===== src/rtl/bias_relu_sequencer.sv =====
`default_nettype none
// ============================================================================
//  Module      : bias_relu_sequencer
//  Description : Adds a per-channel sign-magnitude Q8.8 bias to Q16.16
//                accumulator results, rescales by FRAC, applies ReLU and
//                saturates to a 16-bit Q8.8 output. It walks NUM_PIX pixels
//                of NUM_CH channels per layer pass and uses a two-stage
//                pipeline with full backpressure.
//  Ports       : clk, rst         - clock, synchronous active-high reset
//                start            - one-cycle pulse, begins a pass (IDLE only)
//                bias_mem         - NUM_CH x 16-bit bias table
//                acc_data/valid   - accumulator input, acc_ready handshake
//                out_data/ch/last - result, channel tag, end-of-pass tag
//                out_valid/ready  - output handshake
//                busy, done       - pass in progress / completion pulse
//  Revision    : 1.0 - initial release
// ============================================================================
module bias_relu_sequencer #(
    parameter int NUM_CH  = 16,
    parameter int NUM_PIX = 3025,
    parameter int ACC_W   = 32,
    parameter int FRAC    = 8,
    localparam int CH_W   = (NUM_CH > 1) ? $clog2(NUM_CH) : 1
) (
    input  logic                        clk,
    input  logic                        rst,
    input  logic                        start,
    input  logic [NUM_CH-1:0][15:0]     bias_mem,
    input  logic [ACC_W-1:0]            acc_data,
    input  logic                        acc_valid,
    output logic                        acc_ready,
    output logic [15:0]                 out_data,
    output logic [CH_W-1:0]             out_ch,
    output logic                        out_last,
    output logic                        out_valid,
    input  logic                        out_ready,
    output logic                        busy,
    output logic                        done
);

    localparam int PIX_W = (NUM_PIX > 1) ? $clog2(NUM_PIX) : 1;
    // Two guard bits: one for the sign extension, one so the sum never wraps.
    localparam int SUM_W = ACC_W + 2;

    localparam logic [CH_W-1:0]  C_CH_MAX  = CH_W'(NUM_CH - 1);
    localparam logic [PIX_W-1:0] C_PIX_MAX = PIX_W'(NUM_PIX - 1);

    localparam logic [1:0] S_IDLE  = 2'd0;
    localparam logic [1:0] S_RUN   = 2'd1;
    localparam logic [1:0] S_DRAIN = 2'd2;
    localparam logic [1:0] S_DONE  = 2'd3;

    logic [1:0]              r_state;
    logic [1:0]              w_state_nxt;
    logic [CH_W-1:0]         r_ch_cnt;
    logic [PIX_W-1:0]        r_pix_cnt;
    logic                    r_busy;
    logic                    r_done;

    logic                    r_s1_valid;
    logic signed [SUM_W-1:0] r_s1_sum;
    logic [CH_W-1:0]         r_s1_ch;
    logic                    r_s1_last;

    logic                    r_s2_valid;
    logic [15:0]             r_out_data;
    logic [CH_W-1:0]         r_out_ch;
    logic                    r_out_last;

    logic                    w_advance;
    logic                    w_acc_ready;
    logic                    w_xfer;
    logic                    w_last_elem;
    logic                    w_final_hs;
    logic [15:0]             w_bias_word;
    logic signed [SUM_W-1:0] w_bias_mag;
    logic signed [SUM_W-1:0] w_bias_sgn;
    logic signed [SUM_W-1:0] w_bias_al;
    logic signed [SUM_W-1:0] w_acc_ext;
    logic signed [SUM_W-1:0] w_sum;
    logic signed [SUM_W-1:0] w_shift;
    logic [15:0]             w_result;

    // The whole pipeline moves together; it only holds while the output
    // register carries data that the consumer is refusing.
    assign w_advance   = !(r_s2_valid && !out_ready);
    assign w_acc_ready = (r_state == S_RUN) && w_advance;
    assign w_xfer      = acc_valid && w_acc_ready;
    assign w_last_elem = (r_pix_cnt == C_PIX_MAX) && (r_ch_cnt == C_CH_MAX);
    // Only the final element ever carries the last tag.
    assign w_final_hs  = r_s2_valid && out_ready && r_out_last;

    // Bias alignment: sign-magnitude Q8.8 -> two's complement Q16.16.
    // Negating a zero magnitude gives zero, so 16'h8000 needs no special case.
    assign w_bias_word = bias_mem[r_ch_cnt];
    assign w_bias_mag  = {{(SUM_W-15){1'b0}}, w_bias_word[14:0]};
    assign w_bias_sgn  = w_bias_word[15] ? -w_bias_mag : w_bias_mag;
    assign w_bias_al   = w_bias_sgn <<< FRAC;
    assign w_acc_ext   = {{2{acc_data[ACC_W-1]}}, acc_data};
    assign w_sum       = w_acc_ext + w_bias_al;

    // Rescale, ReLU and saturate on the stage-1 sum.
    assign w_shift = r_s1_sum >>> FRAC;

    always_comb begin
        w_result = w_shift[15:0];
        if (w_shift[SUM_W-1]) begin
            w_result = 16'h0000;
        end else if (|w_shift[SUM_W-2:15]) begin
            w_result = 16'h7FFF;
        end
    end

    always_comb begin
        w_state_nxt = r_state;
        case (r_state)
            S_IDLE:  if (start) w_state_nxt = S_RUN;
            S_RUN:   if (w_xfer && w_last_elem) w_state_nxt = S_DRAIN;
            S_DRAIN: if (w_final_hs && !r_s1_valid) w_state_nxt = S_DONE;
            S_DONE:  w_state_nxt = S_IDLE;
            default: w_state_nxt = S_IDLE;
        endcase
    end

    always_ff @(posedge clk) begin
        if (rst) begin
            r_state    <= S_IDLE;
            r_busy     <= 1'b0;
            r_done     <= 1'b0;
            r_ch_cnt   <= '0;
            r_pix_cnt  <= '0;
            r_s1_valid <= 1'b0;
            r_s1_sum   <= '0;
            r_s1_ch    <= '0;
            r_s1_last  <= 1'b0;
            r_s2_valid <= 1'b0;
            r_out_data <= 16'h0000;
            r_out_ch   <= '0;
            r_out_last <= 1'b0;
        end else begin
            r_state <= w_state_nxt;
            r_busy  <= (w_state_nxt == S_RUN) || (w_state_nxt == S_DRAIN);
            r_done  <= (w_state_nxt == S_DONE);

            if ((r_state == S_IDLE) && start) begin
                r_ch_cnt  <= '0;
                r_pix_cnt <= '0;
            end else if (w_xfer) begin
                if (r_ch_cnt == C_CH_MAX) begin
                    r_ch_cnt  <= '0;
                    r_pix_cnt <= (r_pix_cnt == C_PIX_MAX) ? '0 : r_pix_cnt + PIX_W'(1);
                end else begin
                    r_ch_cnt <= r_ch_cnt + CH_W'(1);
                end
            end

            if (w_advance) begin
                r_s1_valid <= w_xfer;
                if (w_xfer) begin
                    r_s1_sum  <= w_sum;
                    r_s1_ch   <= r_ch_cnt;
                    r_s1_last <= w_last_elem;
                end
                r_s2_valid <= r_s1_valid;
                if (r_s1_valid) begin
                    r_out_data <= w_result;
                    r_out_ch   <= r_s1_ch;
                    r_out_last <= r_s1_last;
                end else begin
                    r_out_last <= 1'b0;
                end
            end
        end
    end

    assign acc_ready = w_acc_ready;
    assign out_data  = r_out_data;
    assign out_ch    = r_out_ch;
    assign out_last  = r_out_last;
    assign out_valid = r_s2_valid;
    assign busy      = r_busy;
    assign done      = r_done;

endmodule
`default_nettype wire

===== config.mk =====
export PLATFORM = sky130hd
export DESIGN_NAME = bias_relu_sequencer
export DESIGN_NICKNAME = d
export VERILOG_FILES = /design/src/rtl/bias_relu_sequencer.sv
export SDC_FILE = /design/constraint.sdc
export NUM_CORES = 1
export LEC_CHECK = 0
export CAP_MARGIN = 20
export CORE_MARGIN = 4
export CORE_UTILIZATION = 33
export CTS_CLUSTER_DIAMETER = 50
export DETAILED_ROUTE_END_ITERATION = 16
export PLACE_DENSITY = 0.71
export SLEW_MARGIN = 10
export SYNTH_ARGS = -nofsm -noshare
export SYNTH_HDL_FRONTEND = slang
export SYNTH_SLANG_ARGS = --single-unit
export TNS_END_PERCENT = 5

===== constraint.sdc =====
create_clock -name clk -period 4.6 [get_ports clk]
set_clock_uncertainty 0.1 [all_clocks]
set_input_delay 0.92 -clock clk [delete_from_list [all_inputs] [get_ports clk]]
set_output_delay 0.92 -clock clk [all_outputs]
set_load 0.01 [all_outputs]

==> flow_metrics.env <==
export IMPL_status="finished, violations left"
export IMPL_violations="negative setup slack"
export IMPL_leakage_nw=4.60
export IMPL_end_kind="register"
export IMPL_period_share=1.05
export IMPL_setup_viol=13
export IMPL_drt_iter0_markers=423
export IMPL_r2r_slack_ps=-130
export IMPL_whs_endpoint="r_s1_sum[12]"
export IMPL_die_h_um=149
export IMPL_grt_pass1_vias=7431
export IMPL_routed_via_count=7400
export IMPL_seqPwrFrac=0.275
export IMPL_synth_largest_area_cell="dfxtp_1"
export IMPL_crit_chain="clkdlybuf4s50_1 > mux4_2 > a22oi_2 > nand2_2 > nor4_4 > and2_4 > a21oi_2 > xor2_1 > ha_1 > buf_6 > nand3_4 > o221ai_4 > or4b_4 > a21oi_4 > a21oi_4 > or3_1 > nand3_2 > a21oi_2"
export IMPL_port_buffers=309
export IMPL_cts_buffers=9
export IMPL_holdBufCountCts=0
export IMPL_h_tree_depth=3
export IMPL_r2r_start="r_ch_cnt[0]"
export IMPL_cts_root_buf="clkbuf_16"
export IMPL_wire_per_inst_um=19.5
export IMPL_dpl_hpwl_um=22800
export IMPL_p_clk_frac=0.263
export IMPL_max_freq_mhz=207
export IMPL_ant_nets=0
export IMPL_synth_top_area_frac=0.225
export IMPL_ios=318
export IMPL_ys_flop_type="dfxtp_1"
export IMPL_async_reset_ff_frac=0
export IMPL_grt_total_usage=0.235
export IMPL_worst_pin_slew_ps=926
export IMPL_final_nets=1468
export IMPL_vdd_ir_drop_max_mv=0.173
export IMPL_synth_cell_area_um2=6590
export IMPL_place_congestion=0.887
export IMPL_drt_vias_per_instance=5.22
export IMPL_final_cells=1417
export IMPL_rows=51
export IMPL_fin_area_um2=11600
export IMPL_ys_ff_latch=74
export IMPL_syn_nets=1041
export IMPL_fin_tns_setup_ps=-1750
export IMPL_ys_warn_count=0
export IMPL_powerDensity_nw_per_um2=215
export IMPL_yosys_top_cells_area="dfxtp_1 (22%), mux4_2 (19%), a21oi_1 (6.0%)"
export IMPL_cts_clk_slew_worst_paths_ps=50
export IMPL_clock_sinks=74
export IMPL_cts_buffer_depth=2
export IMPL_dp_slack_ps=-918
export IMPL_antenna_found_initial=5
export IMPL_holdWs_ps=349
export IMPL_clk_latency_ps=330
export IMPL_start_util=0.338
export IMPL_wirelength_um=27600
export IMPL_combPwrFrac=0.463
export IMPL_worstSetupPathType="input pin to register"
export IMPL_worstRegToRegCells=20
export IMPL_core_area_um2=19500
export IMPL_drive_gt1_frac=0.273
export IMPL_grt_max_degree=58
export IMPL_synth_seq_area_share=0.225
export IMPL_max_stage_delay_ps=560
export IMPL_crit_arrival_ps=4930
export IMPL_hold_violations=0
export IMPL_yosysUniqueCellTypes=70
export IMPL_drcViolationCount=0
export IMPL_synthTopCellsByCount="a21oi_1 (79), nand2_1 (79), dfxtp_1 (74), nor2_1 (70), mux4_2 (56)"
export IMPL_num_fill_cells=1762
export IMPL_synth_edf_count=0
export IMPL_min_period_ps=4830
export IMPL_critical_path_required_ps=4690
export IMPL_start_kind="input pin"
export IMPL_synth_avg_cell_area_um2=9.20
export IMPL_die_w_um=149
export IMPL_fp_dieArea_um2=22300
export IMPL_grt_pass1_wl_um=40400
export IMPL_syn_instance_count=717
export IMPL_switchingPower_mw=0.759
export IMPL_worstPathMaxFanout=3
export IMPL_rsz0062_at_grt="yes"
export IMPL_grt_overflow=0
export IMPL_setup_ws_ps=-233
export IMPL_firstDrtPassIters=5
export IMPL_r2r_end="r_s1_sum[31]"
export IMPL_cts_tree="done"
export IMPL_switching_share=0.304
export IMPL_intPower_mw=1.74
export IMPL_power_total_mw=2.50
export IMPL_min_delay_start="r_s1_sum[12]"
export IMPL_min_path_type="register to register"
export IMPL_worst_path_max_delay_cell="or4b_4"
export IMPL_drv_cap=0
export IMPL_post_route_util=0.595
export IMPL_slew_viol_final=0
export IMPL_holdPathStages=2
export IMPL_postPlaceCellArea_um2=10800
export IMPL_maxSlewHeadroom=0.381
export IMPL_area_growth_pct=76.3
export IMPL_placedCellCount=1368
[what timing repair did]
| item | in CTS | in global routing |
|---|---|---|
| buffers inserted | 9 | 21 |
| setup endpoints to repair | 19 | 18 |
| cloned | 0 | 0 |
| pin swaps | 35 | 51 |
| gates resized for setup | 65 | 85 |
| endpoints found under the hold margin | 0 | 0 |
[power groups by stage]
stage	Sequential (mW)	Combinational, mW	Clock, mW
3_5_place_dp	0.699	1.03	0
2_1_floorplan	0.695	0.498	0
4_1_cts	0.685	1.07	0.669
6_report	0.686	1.16	0.657
3_3_place_gp	0.698	1.02	0
5_1_grt	0.689	1.24	0.694
[critical path, delay by kind of cell]
family | cells | cell delay (ps)
multiplexers | 1 | 500
XOR/XNOR | 1 | 170
adder cells (fa/ha/maj) | 1 | 350
AO/OA/AOI/OAI | 6 | 730
AND/OR/NAND/NOR | 7 | 1690
buffers and inverters | 2 | 560
[cell type report]
cell class	count	area, um2	area share
inverter	14	57.6	0.00495
clock inverter	2	12.5	0.00108
antenna	4	10.0	0.000861
multi-input combinational	581	5130	0.442
tap	265	332	0.0285
clock buffer	13	270	0.0233
sequential	74	1490	0.128
timing repair buffer	464	4320	0.372
[layout by cell type (no fill, tap or decap), types with 5 or more instances in the layout]
master / count
nand3_1: 16
mux4_1: 8
a21oi_2: 12
clkdlybuf4s50_1: 263
nor4b_1: 5
nand2_1: 75
a211oi_1: 5
clkbuf_16: 9
buf_4: 142
xor2_1: 25
a22oi_2: 9
dfxtp_1: 72
nand2_2: 6
dlygate4sd2_1: 8
nor2_1: 70
nor2b_1: 7
nand2b_1: 5
xnor2_1: 13
ha_1: 27
inv_1: 12
o21ai_1: 6
o21ai_0: 8
a22oi_1: 13
nand4_1: 8
nor3_1: 27
buf_6: 9
a21o_1: 13
a21oi_1: 64
clkbuf_2: 9
mux4_2: 57
a31oi_1: 7
dlymetal6s2s_1: 21
o21a_1: 5
[cell families (layout without fill, tap and decap cells)]
kind of cell,after synthesis,count (layout),synth area share
other,0,4,0
AO/OA/AOI/OAI,175,175,0.172
XOR/XNOR,40,40,0.0543
buffers and inverters,62,493,0.0501
multiplexers,71,71,0.237
adder cells (fa/ha/maj),31,31,0.0600
AND/OR/NAND/NOR,264,264,0.202
flip-flops,74,74,0.225
[flip-flops by register name (all words and copies together) (netlist names)]
signal and count:
r_s1_sum 26, out_data 16, r_pix_cnt 12, out_ch 4, r_ch_cnt 4, r_s1_ch 4
r_state 2, busy 1, done 1, out_last 1, out_valid 1, r_s1_last 1
r_s1_valid 1
[per-layer routing]
layer  share of wire  up-vias  GRT usage
li1                -     3582          -
met1            0.40     3508      0.295
met2            0.52      267      0.417
met3           0.060       41     0.0392
met4           0.023        2     0.0664
met5         0.00029        -          0
[worst max-delay path by stage]
stage | from | cells after the start | endpoint | slack [ps]
final | bias_mem[119] | 18 | r_s1_sum[31] | -230
after global placement | bias_mem[81] | 19 | r_s1_sum[27] | -800
after detailed placement | bias_mem[81] | 18 | r_s1_sum[27] | -920
after floorplan | bias_mem[81] | 16 | r_s1_sum[31] | -230
after global routing | bias_mem[119] | 18 | r_s1_sum[31] | -400
after CTS | bias_mem[114] | 18 | r_s1_sum[31] | -230
No activity file was read; power rests on OpenSTA's default activity.
